<file path="src/rtl/console_rx_fifo_if.sv">
// ============================================================================
// Module  : console_rx_fifo_if
// Purpose : UART-poll and CPU-pop signal bundle for the console receive FIFO.
// Revision: 1.0 - initial release
// ============================================================================
`default_nettype none

interface console_rx_fifo_if #(
    parameter int DEPTH = 16
);
    localparam int c_CW = $clog2(DEPTH) + 1;

    logic [31:0]     uart_dat_do;
    logic            uart_dat_re;
    logic            pop;
    logic            flush;
    logic [31:0]     rdata;
    logic            rdata_valid;
    logic            empty;
    logic            full;
    logic [c_CW-1:0] count;
    logic            overflow;
    logic [7:0]      drop_count;

    modport slave (
        input  uart_dat_do, pop, flush,
        output uart_dat_re, rdata, rdata_valid, empty, full, count, overflow, drop_count
    );

    modport master (
        output uart_dat_do, pop, flush,
        input  uart_dat_re, rdata, rdata_valid, empty, full, count, overflow, drop_count
    );
endinterface

`default_nettype wire

</file>
<file path="src/rtl/console_rx_fifo.sv">
// ============================================================================
// Module  : console_rx_fifo
// Purpose : Polls the UART data register into a byte FIFO popped by the CPU.
// Revision: 1.0 - initial release
// ============================================================================
`default_nettype none

module console_rx_fifo #(
    parameter int          DEPTH  = 16,
    parameter logic [31:0] NODATA = 32'hFFFF_FFFF
) (
    input  wire logic            CLK,
    input  wire logic            rst,
    console_rx_fifo_if.slave     bus
);
    localparam int c_AW = $clog2(DEPTH);
    localparam int c_CW = c_AW + 1;

    typedef enum logic [1:0] {
        POLL   = 2'd0,
        ACK    = 2'd1,
        SETTLE = 2'd2
    } state_t;

    state_t          r_state;
    state_t          w_state_next;
    logic [7:0]      r_mem [DEPTH];
    logic [c_AW-1:0] r_wptr;
    logic [c_AW-1:0] r_rptr;
    logic [c_CW-1:0] r_count;
    logic [31:0]     r_rdata;
    logic            r_rdata_valid;
    logic            r_overflow;
    logic [7:0]      r_drop_count;

    logic w_req;
    logic w_full;
    logic w_empty;
    logic w_push;
    logic w_drop;
    logic w_pop;

    always_ff @(posedge CLK) begin
        if (rst) r_state <= POLL;
        else     r_state <= w_state_next;
    end

    // SETTLE blanks one cycle while the UART drops its stale valid data
    always_comb begin
        w_state_next = r_state;
        w_req        = 1'b0;
        case (r_state)
            POLL: begin
                if (bus.uart_dat_do != NODATA) begin
                    w_req        = 1'b1;
                    w_state_next = ACK;
                end
            end
            ACK:     w_state_next = SETTLE;
            SETTLE:  w_state_next = POLL;
            default: w_state_next = POLL;
        endcase
    end

    assign w_full  = (r_count == c_CW'(DEPTH));
    assign w_empty = (r_count == '0);
    assign w_push  = w_req && !w_full && !bus.flush;
    assign w_drop  = w_req && w_full;
    assign w_pop   = bus.pop && !w_empty;

    always_ff @(posedge CLK) begin
        if (w_push) r_mem[r_wptr] <= bus.uart_dat_do[7:0];
    end

    always_ff @(posedge CLK) begin
        if (rst) begin
            r_wptr        <= '0;
            r_rptr        <= '0;
            r_count       <= '0;
            r_rdata       <= '0;
            r_rdata_valid <= 1'b0;
            r_overflow    <= 1'b0;
            r_drop_count  <= '0;
        end else if (bus.flush) begin
            r_wptr        <= '0;
            r_rptr        <= '0;
            r_count       <= '0;
            r_rdata_valid <= 1'b0;
            r_overflow    <= 1'b0;
            r_drop_count  <= '0;
            if (bus.pop) r_rdata <= '0;
        end else begin
            if (w_push) r_wptr <= r_wptr + c_AW'(1);
            if (w_pop) begin
                r_rptr        <= r_rptr + c_AW'(1);
                r_rdata       <= {24'b0, r_mem[r_rptr]};
                r_rdata_valid <= 1'b1;
            end else begin
                r_rdata_valid <= 1'b0;
                if (bus.pop) r_rdata <= '0;
            end
            case ({w_push, w_pop})
                2'b10:   r_count <= r_count + c_CW'(1);
                2'b01:   r_count <= r_count - c_CW'(1);
                default: r_count <= r_count;
            endcase
            if (w_drop) begin
                r_overflow <= 1'b1;
                if (r_drop_count != 8'hFF) r_drop_count <= r_drop_count + 8'd1;
            end
        end
    end

    assign bus.uart_dat_re = (r_state == ACK);
    assign bus.rdata       = r_rdata;
    assign bus.rdata_valid = r_rdata_valid;
    assign bus.empty       = w_empty;
    assign bus.full        = w_full;
    assign bus.count       = r_count;
    assign bus.overflow    = r_overflow;
    assign bus.drop_count  = r_drop_count;
endmodule

`default_nettype wire

</file>
<file path="src/flat_wrapper.sv">
// flat-port wrapper written by rule: the top's interface ports become plain ports
module console_rx_fifo_flat 
#(
    parameter int          DEPTH  = 16,
    parameter logic [31:0] NODATA = 32'hFFFF_FFFF
)
  (CLK, rst, bus_uart_dat_do, bus_pop, bus_flush, bus_uart_dat_re, bus_rdata, bus_rdata_valid, bus_empty, bus_full, bus_count, bus_overflow, bus_drop_count);
  console_rx_fifo_if #(.DEPTH(DEPTH)) bus_i ();
  input  wire logic CLK;
  input  wire logic rst;
  input wire logic [$bits(bus_i.uart_dat_do)-1:0] bus_uart_dat_do;
  input wire logic [$bits(bus_i.pop)-1:0] bus_pop;
  input wire logic [$bits(bus_i.flush)-1:0] bus_flush;
  output wire logic [$bits(bus_i.uart_dat_re)-1:0] bus_uart_dat_re;
  output wire logic [$bits(bus_i.rdata)-1:0] bus_rdata;
  output wire logic [$bits(bus_i.rdata_valid)-1:0] bus_rdata_valid;
  output wire logic [$bits(bus_i.empty)-1:0] bus_empty;
  output wire logic [$bits(bus_i.full)-1:0] bus_full;
  output wire logic [$bits(bus_i.count)-1:0] bus_count;
  output wire logic [$bits(bus_i.overflow)-1:0] bus_overflow;
  output wire logic [$bits(bus_i.drop_count)-1:0] bus_drop_count;
  assign bus_i.uart_dat_do = bus_uart_dat_do;
  assign bus_i.pop = bus_pop;
  assign bus_i.flush = bus_flush;
  assign bus_uart_dat_re = bus_i.uart_dat_re;
  assign bus_rdata = bus_i.rdata;
  assign bus_rdata_valid = bus_i.rdata_valid;
  assign bus_empty = bus_i.empty;
  assign bus_full = bus_i.full;
  assign bus_count = bus_i.count;
  assign bus_overflow = bus_i.overflow;
  assign bus_drop_count = bus_i.drop_count;
  console_rx_fifo #(.DEPTH(DEPTH), .NODATA(NODATA)) u_core (.CLK(CLK), .rst(rst), .bus(bus_i));
endmodule
</file>
<file path="config.mk">
export PLATFORM = sky130hd
export DESIGN_NAME = console_rx_fifo_flat
export DESIGN_NICKNAME = d
export VERILOG_FILES = /design/src/rtl/console_rx_fifo_if.sv /design/src/rtl/console_rx_fifo.sv /design/src/flat_wrapper.sv
export SDC_FILE = /design/constraint.sdc
export NUM_CORES = 1
export LEC_CHECK = 0
export BUFFER_PORTS_ARGS = -buffer_cell sky130_fd_sc_hd__buf_2
export CAP_MARGIN = 0
export CORE_UTILIZATION = 58
export DETAILED_ROUTE_END_ITERATION = 10
export GPL_ROUTABILITY_DRIVEN = 0
export PLACE_DENSITY = 0.79
export SYNTH_ARGS = -nofsm -noshare
export SYNTH_HDL_FRONTEND = slang
export SYNTH_SLANG_ARGS = --single-unit
</file>
<file path="constraint.sdc">
create_clock -name CLK -period 4.3 [get_ports CLK]
set_input_delay 0.645 -clock CLK [delete_from_list [all_inputs] [get_ports CLK]]
set_output_delay 0.645 -clock CLK [all_outputs]
set_load 0.02 [all_outputs]
</file>
==> results of run 1 <==
## layout make-up
type                            instances  area (um2)
Sequential cell                       189        5070
Fill cell                             860        3930
Clock inverter                         11        75.1
Clock buffer                           21         514
Tap cell                              172         215
Inverter                                7        26.3
Multi-Input combinational cell        309        2260
Timing Repair Buffer                   91         483
## sequential cells by signal, summed over array words and instances, names as in the netlist, named ones only
name	count
u_core.bus.drop_count	8
u_core.r_rptr	4
u_core.bus.rdata	32
u_core.r_mem	128
u_core.r_wptr	4
u_core.bus.count	5
u_core.bus.overflow	1
u_core.r_state	2
u_core.bus.rdata_valid	1
## stage by stage
| step | utilization (%) | hold slack (ns) |
|---|---|---|
| after floorplan | - | 0.485 |
| after global routing | 68.8 | 0.448 |
| final | 68.8 | 0.449 |
| after detailed placement | 64.1 | 0.441 |
| after CTS | 68.8 | 0.433 |
| after global placement | 64.1 | 0.436 |
## layout by cell type, fill, tap and decap left out, drive strengths merged, types with 2 or more instances in the layout
master,synthesis,routed
edfxtp,128,128
buf,12,91
dfxtp,61,61
mux2i,34,34
a21oi,29,29
and2,26,26
clkbuf,16,21
nor2,19,19
and3,17,17
mux2,17,17
nand2,16,16
inv,7,14
o21ai,13,13
nor2b,13,13
nand4,11,11
ha,10,10
o22a,8,8
a211oi,8,8
a221oi,8,8
nand3,8,8
o221ai,7,7
o21bai,7,7
a32oi,7,7
or4,6,6
xnor2,5,5
nor4,5,5
xor2,4,4
nand2b,4,4
or3,4,4
clkinv,0,4
o22ai,3,3
a211o,3,3
o31ai,3,3
a21o,2,2
a2111oi,2,2
or2,2,2
o211ai,2,2
## routing by layer
layer / vias to the layer above / part of all wire, %
li1: 2208 / -
met2: 254 / 49
met5: - / 0
met4: 0 / 4.1
met3: 51 / 8.7
met1: 2324 / 39
## worst register-to-register path, cell delays in order, from the launching register on
cell and delay [ns]:
dfxtp_1 0.43, or4_4 0.59, o21ai_0 0.37, inv_1 0.19, ha_1 0.34, xor2_1 0.18, ha_1 0.22, a211o_1 0.27
a21oi_1 0.15, a221oi_1 0.07, or3_1 0.33, a21oi_1 0.14
## cell families after synthesis
group / after synthesis / synth area share [%]
adder cells (fa/ha/maj): 10 / 1.67
XOR/XNOR: 9 / 1.05
AO/OA/AOI/OAI: 106 / 10.1
AND/OR/NAND/NOR: 133 / 10.3
multiplexers: 51 / 7.12
buffers and inverters: 35 / 2.01
flip-flops: 189 / 67.8
## final timing paths
kind	startpoint	end	slack (ns)	cells past startpoint
worst min register to register	u_core.bus.rdata[12]	u_core.bus.rdata[12]	0.45	1
worst min-delay path	rst	u_core.r_state[1]	0.45	2
worst max-delay path	bus_uart_dat_do[6]	u_core.bus.count[4]	0.79	16
worst max register to register	u_core.bus.count[1]	u_core.bus.count[4]	0.93	11
## power breakdown
part	internal (mW)	switching [mW]
logic	0.0486	0.0871
registers	1.95	0.0100
clock network	0.861	0.667
total	2.86	0.764
==> results.md, run 1 <==
- Final instance area: approximately 8600 um2
- Yosys top cell area share: between 50% and 60%
- GRT Util Overall: a little over a quarter
- Static Leak: roughly 3.1 nW
- Crit share post-route: between 80 and 90%
- N_diodes: 0
- Crit path kind: in2reg
- Slew Limit Fails: 0
- Count leader, synth: edfxtp_1
- Maximum clock frequency: 285 MHz
- Required @ worst endpoint: around 4.7 ns
- Hold buffer count at CTS: 0
- Vias in the first global route: between 4000 and 5000
- Post-synth EDFFs: approximately 130
- Part of the Yosys area used for sequential elements: between 60% and 70%
- Critical path's largest stage delay: 0.39 ns
- Total CTS buffers: 17
- Final wirelength: 16600 um
- CP endpoint kind: flop
- Largest net degree at the start of global routing: 43
- Die height: 116 um
- Yosys reg bits: 189
- Most Crowded Layer GR: met2
- Placed instance area: a little over 8000 um2
- Port Buffers: 85
- Delay-heaviest family, CP: simple AND/OR/NAND/NOR gates
- Worst-path fanout max: 17
- Clock Tree Buf Depth: 2
- Layout cells sized above 1: a little under a quarter
- Syn avg cell area: approximately 14 um2
- Wire per inst: around 21 um
- Grt ovf: 0
- Post-Syn Area: 7470 um2
- CP Data Arrival Time: approximately 3.9 ns
- Warnings, synthesis: 0
- Core area: between 10000 and 15000 um2
- Post-route ant nets: 0
- Worst-path clk slew: roughly 0.070 ns
- Fin. Hold Viols: 0
- Synth cell types: 50
- Post-synth ARST share: 0%
- Buf/Inv on CP: 4
- Final setup violation count: 0
- Die Footprint: approximately 13000 um2
- Initial drt markers: ~470
- GR Util met1: roughly a third
- Worst setup SP type: primary input
- Global-route wire length before repair: approximately 25000 um
- Final setup margin: about 0.79 ns
- Root buffer cell: clkbuf_16
- Clock Sinks: approximately 190
- RSZ-0062 raised after global routing: false
- IO Pins: between 80 and 90
- Most area-consuming cells after synthesis: edfxtp_1 (51%), dfxtp_1 (16%), mux2i_1 (4.6%), mux2_2 (2.6%), and2_1 (2.2%)
- Initial Utilization: between 50% and 60%
- Met3 usage: approximately 6.5%
- Max Cap Violations: 0
- Vias per Instance: ~6.0
- Total placed cells including tap cells: around 770
- Post-synth top area cell: edfxtp_1
- Post CTS Setup Buffer Count: 0
- Synth top cells by count: edfxtp_1 (128), dfxtp_1 (61), mux2i_1 (34)
- Setup tns final: 0 ns
- Minimum clock period: 3.51 ns
- Worst-margin pin slew: 0.910 ns
- Vias: 4837
- Setup Skew: 0.0115 ns
- Post-route total power: about 3.6 mW
- H-Tree Depth: 4
- Area delta synth->final: 15.7%
- Worst slew margin: between 30 and 40%
- Finished Layout Cells: 800
- CP max-delay cell: nor4_1
- Initial antenna violation count: 0
- Crit path cell chain: buf_2 > nand4_1 > nor4_1 > buf_4 > and2_1 > nor4_2 > buf_4 > inv_1 > ha_1 > xor2_1 > ha_1 > a211o_1 > a21oi_1 > a221oi_1 > or3_1 > a21oi_1
- Outcome: finished clean
- DR DRC count: 0
- First drt pass iteration count: 5
- Worst hold path type: in2reg
- Worst-Skew Late Latency: 0.43 ns
- CTS resizes: 0
- Cell count after synthesis: 533
- Post-Place Worst Slack: between 0.4 and 0.5 ns
- Die Wd: about 120 um
- Pwr per Cell Area: between 400 and 500 nW/um2
- VDD IR max: 0.000269 V
- Syn_nets: roughly 580
- Total Nets Final: between 600 and 700
- CTS tree: built
- Row count: between 40 and 50
- Met2 track demand over resource: a little over two fifths
- Most used DFF post-synth: edfxtp_1
- Hpwl dp: slightly above 10000 um
No activity file was read; power rests on OpenSTA's default activity.
==> inputs of run 2 (changes only) <==
Clock period 4.3 ns to 3.5 ns, I/O delays scaled along.
==> run 2 against run 1 <==
Against the previous run: core utilization grew 0.37 points; count of clock-buffer cells in the layout shrank 2; cell count grew 0.75%; largest cell class unchanged; critical path type is now reg2reg; die area is the same; largest power group unchanged; routed wire length is essentially flat.
==> results.md, run 2 (synthesis gave the netlist of run 1 again) <==
- Outcome: finished clean
- Post-Place Worst Slack: about 0.23 ns
- Pwr per Cell Area: about 520 nW/um2
- Max Cap Violations: 0
- Initial Utilization: approximately three fifths
- Critical path's largest stage delay: between 0.5 and 0.6 ns
- Global-route wire length before repair: approximately 25000 um
- Finished Layout Cells: between 800 and 900
- Initial antenna violation count: 0
- Worst-path fanout max: 7
- Worst slew margin: 36.7%
- Met2 routed WL: just over 8000 um
- Total Nets Final: 667
- Post-route ant nets: 0
- CP Data Arrival Time: between 3 and 4 ns
- Final core occ: ~69%
- Root buffer cell: clkbuf_16
- Worst-path clk slew: roughly 0.060 ns
- Worst hold path type: in2reg
- Reg2Reg Capture Point: u_core.bus.count[4]
- Clock Sinks: between 150 and 200
- Final setup margin: 0.377 ns
- Most frequent cells in the layout: edfxtp_1 (128), buf_2 (85), dfxtp_1 (60), mux2i_1 (34), a21oi_1 (29)
- Hold Path End: u_core.r_state[1]
- Setup tns final: 0 ns
- Switching part of the total: approximately a fifth
- Post-route total power: approximately 4.5 mW
- Wire length on met1: roughly 6500 um
- N_diodes: 0
- Reg2Reg Setup Slack: 0.38 ns
- Port Buffers: 85
- Fin. Hold Viols: 0
- Sw Pwr: 0.903 mW
- Clock Tree Buf Depth: 2
- Hold path depth: 2
- Most common cell after layout, fill and taps aside: edfxtp_1
- Die Footprint: ~13000 um2
- Seq pwr share: a little over half
- CP endpoint kind: flop
- Hold buffer count at CTS: 0
- Internal power: roughly 3.6 mW
- Grt ovf: 0
- Post CTS Setup Buffer Count: 0
- Setup Skew: 0.00638 ns
- Static Leak: 3.16 nW
- Core area: between 10000 and 15000 um2
- CP startpoint: u_core.bus.count[0]
- Final setup violation count: 0
- Slew Limit Fails: 0
- FF-to-FF Start: u_core.bus.count[0]
- Largest net degree at the start of global routing: between 60 and 70
- Worst setup SP type: flop
- Biggest register: u_core.r_mem
- Maximum clock frequency: 320 MHz
- Crit share post-route: between 80% and 90%
- Total placed cells including tap cells: slightly below 800
- Vias in the first global route: ~4500
- CTS resizes: 0
- Wire per inst: between 20 and 25 um
- DR DRC count: 0
- H-Tree Depth: 4
- Vias per Instance: roughly 5.9
- Top Metal Used: met4
- Crit path kind: reg2reg
- Area delta synth->final: 16.3%
- VDD IR max: ~0.00032 V
- Comb power frac: roughly 3.9%
- Clock power share: 42.5%
- GRT Util Overall: between 20% and 30%
- Crit path cell chain: or4_4 > o21ai_0 > inv_1 > ha_1 > buf_4 > ha_1 > o21ai_0 > o22ai_1 > a221oi_1 > or3_1 > a21oi_1
- Initial drt markers: 468
- Worst-Skew Late Latency: between 0.4 and 0.5 ns
- IO Pins: 86
- Layout cells sized above 1: 24.3%
- Minimum clock period: between 3 and 4 ns
- Hold_sp: rst
- Required @ worst endpoint: between 3 and 4 ns
- Vias: between 4000 and 5000
- CTS tree: built
- Total CTS buffers: 17
- WL met3: roughly 1400 um
- Die Wd: approximately 120 um
- Worst-margin pin slew: roughly 0.95 ns
- Row count: ~40
- First drt pass iteration count: 5
- RSZ-0062 raised after global routing: false
- Cells on worst reg2reg path: 11
- Max FFs per register: between 100 and 150
- CP max-delay cell: or4_4
- Hpwl dp: about 10000 um
- Final wirelength: roughly 17000 um
- Die height: 116 um
==> run 2: worst max-delay path by stage <==
| stage | to | slack [ns] | cells after the start |
|---|---|---|---|
| 2_1_floorplan | u_core.bus.count[4] | 0.15 | 15 |
| 3_3_place_gp | u_core.bus.count[4] | 0.28 | 14 |
| 3_5_place_dp | u_core.bus.count[4] | 0.23 | 14 |
| 4_1_cts | u_core.bus.count[4] | 0.40 | 11 |
| 5_1_grt | u_core.bus.count[4] | 0.17 | 11 |
| 6_report | u_core.bus.count[4] | 0.38 | 11 |
==> run 2: final cells by class <==
cell class / count / area (um2)
Timing Repair Buffer: 97 / 528
Clock inverter: 13 / 148
Sequential cell: 189 / 5070
Tap cell: 172 / 215
Fill cell: 868 / 3880
Inverter: 7 / 26.3
Multi-Input combinational cell: 309 / 2260
Clock buffer: 19 / 443
==> run 2: metrics by stage <==
step / cell area [um2] / hold WS, ns
2_1_floorplan: 7470 / 0.485
3_3_place_gp: 8100 / 0.438
3_5_place_dp: 8100 / 0.440
4_1_cts: 8690 / 0.345
5_1_grt: 8690 / 0.348
6_report: 8690 / 0.362
==> run 2: power groups by stage <==
stage	logic, mW	registers [mW]	clock network, mW
after floorplan	0.0898	2.46	0
final	0.174	2.41	1.91
after detailed placement	0.172	2.46	0
after CTS	0.173	2.41	1.92
after global routing	0.190	2.41	2.03
after global placement	0.165	2.46	0
==> run 2: critical path, delay by kind of cell (launching register included) <==
kind | cells | cell delay, ns
buffers and inverters | 2 | 0.35
and+or+nand+nor | 2 | 0.90
DFF | 1 | 0.39
adders and majority gates | 2 | 0.58
AOI/OAI and AO/OA | 5 | 0.82
==> run 2: metal layers <==
layer,global-route usage [%],up-vias
li1,-,2218
met1,33.4,2296
met2,43.3,237
met3,6.01,33
met4,11.6,0
met5,0,-
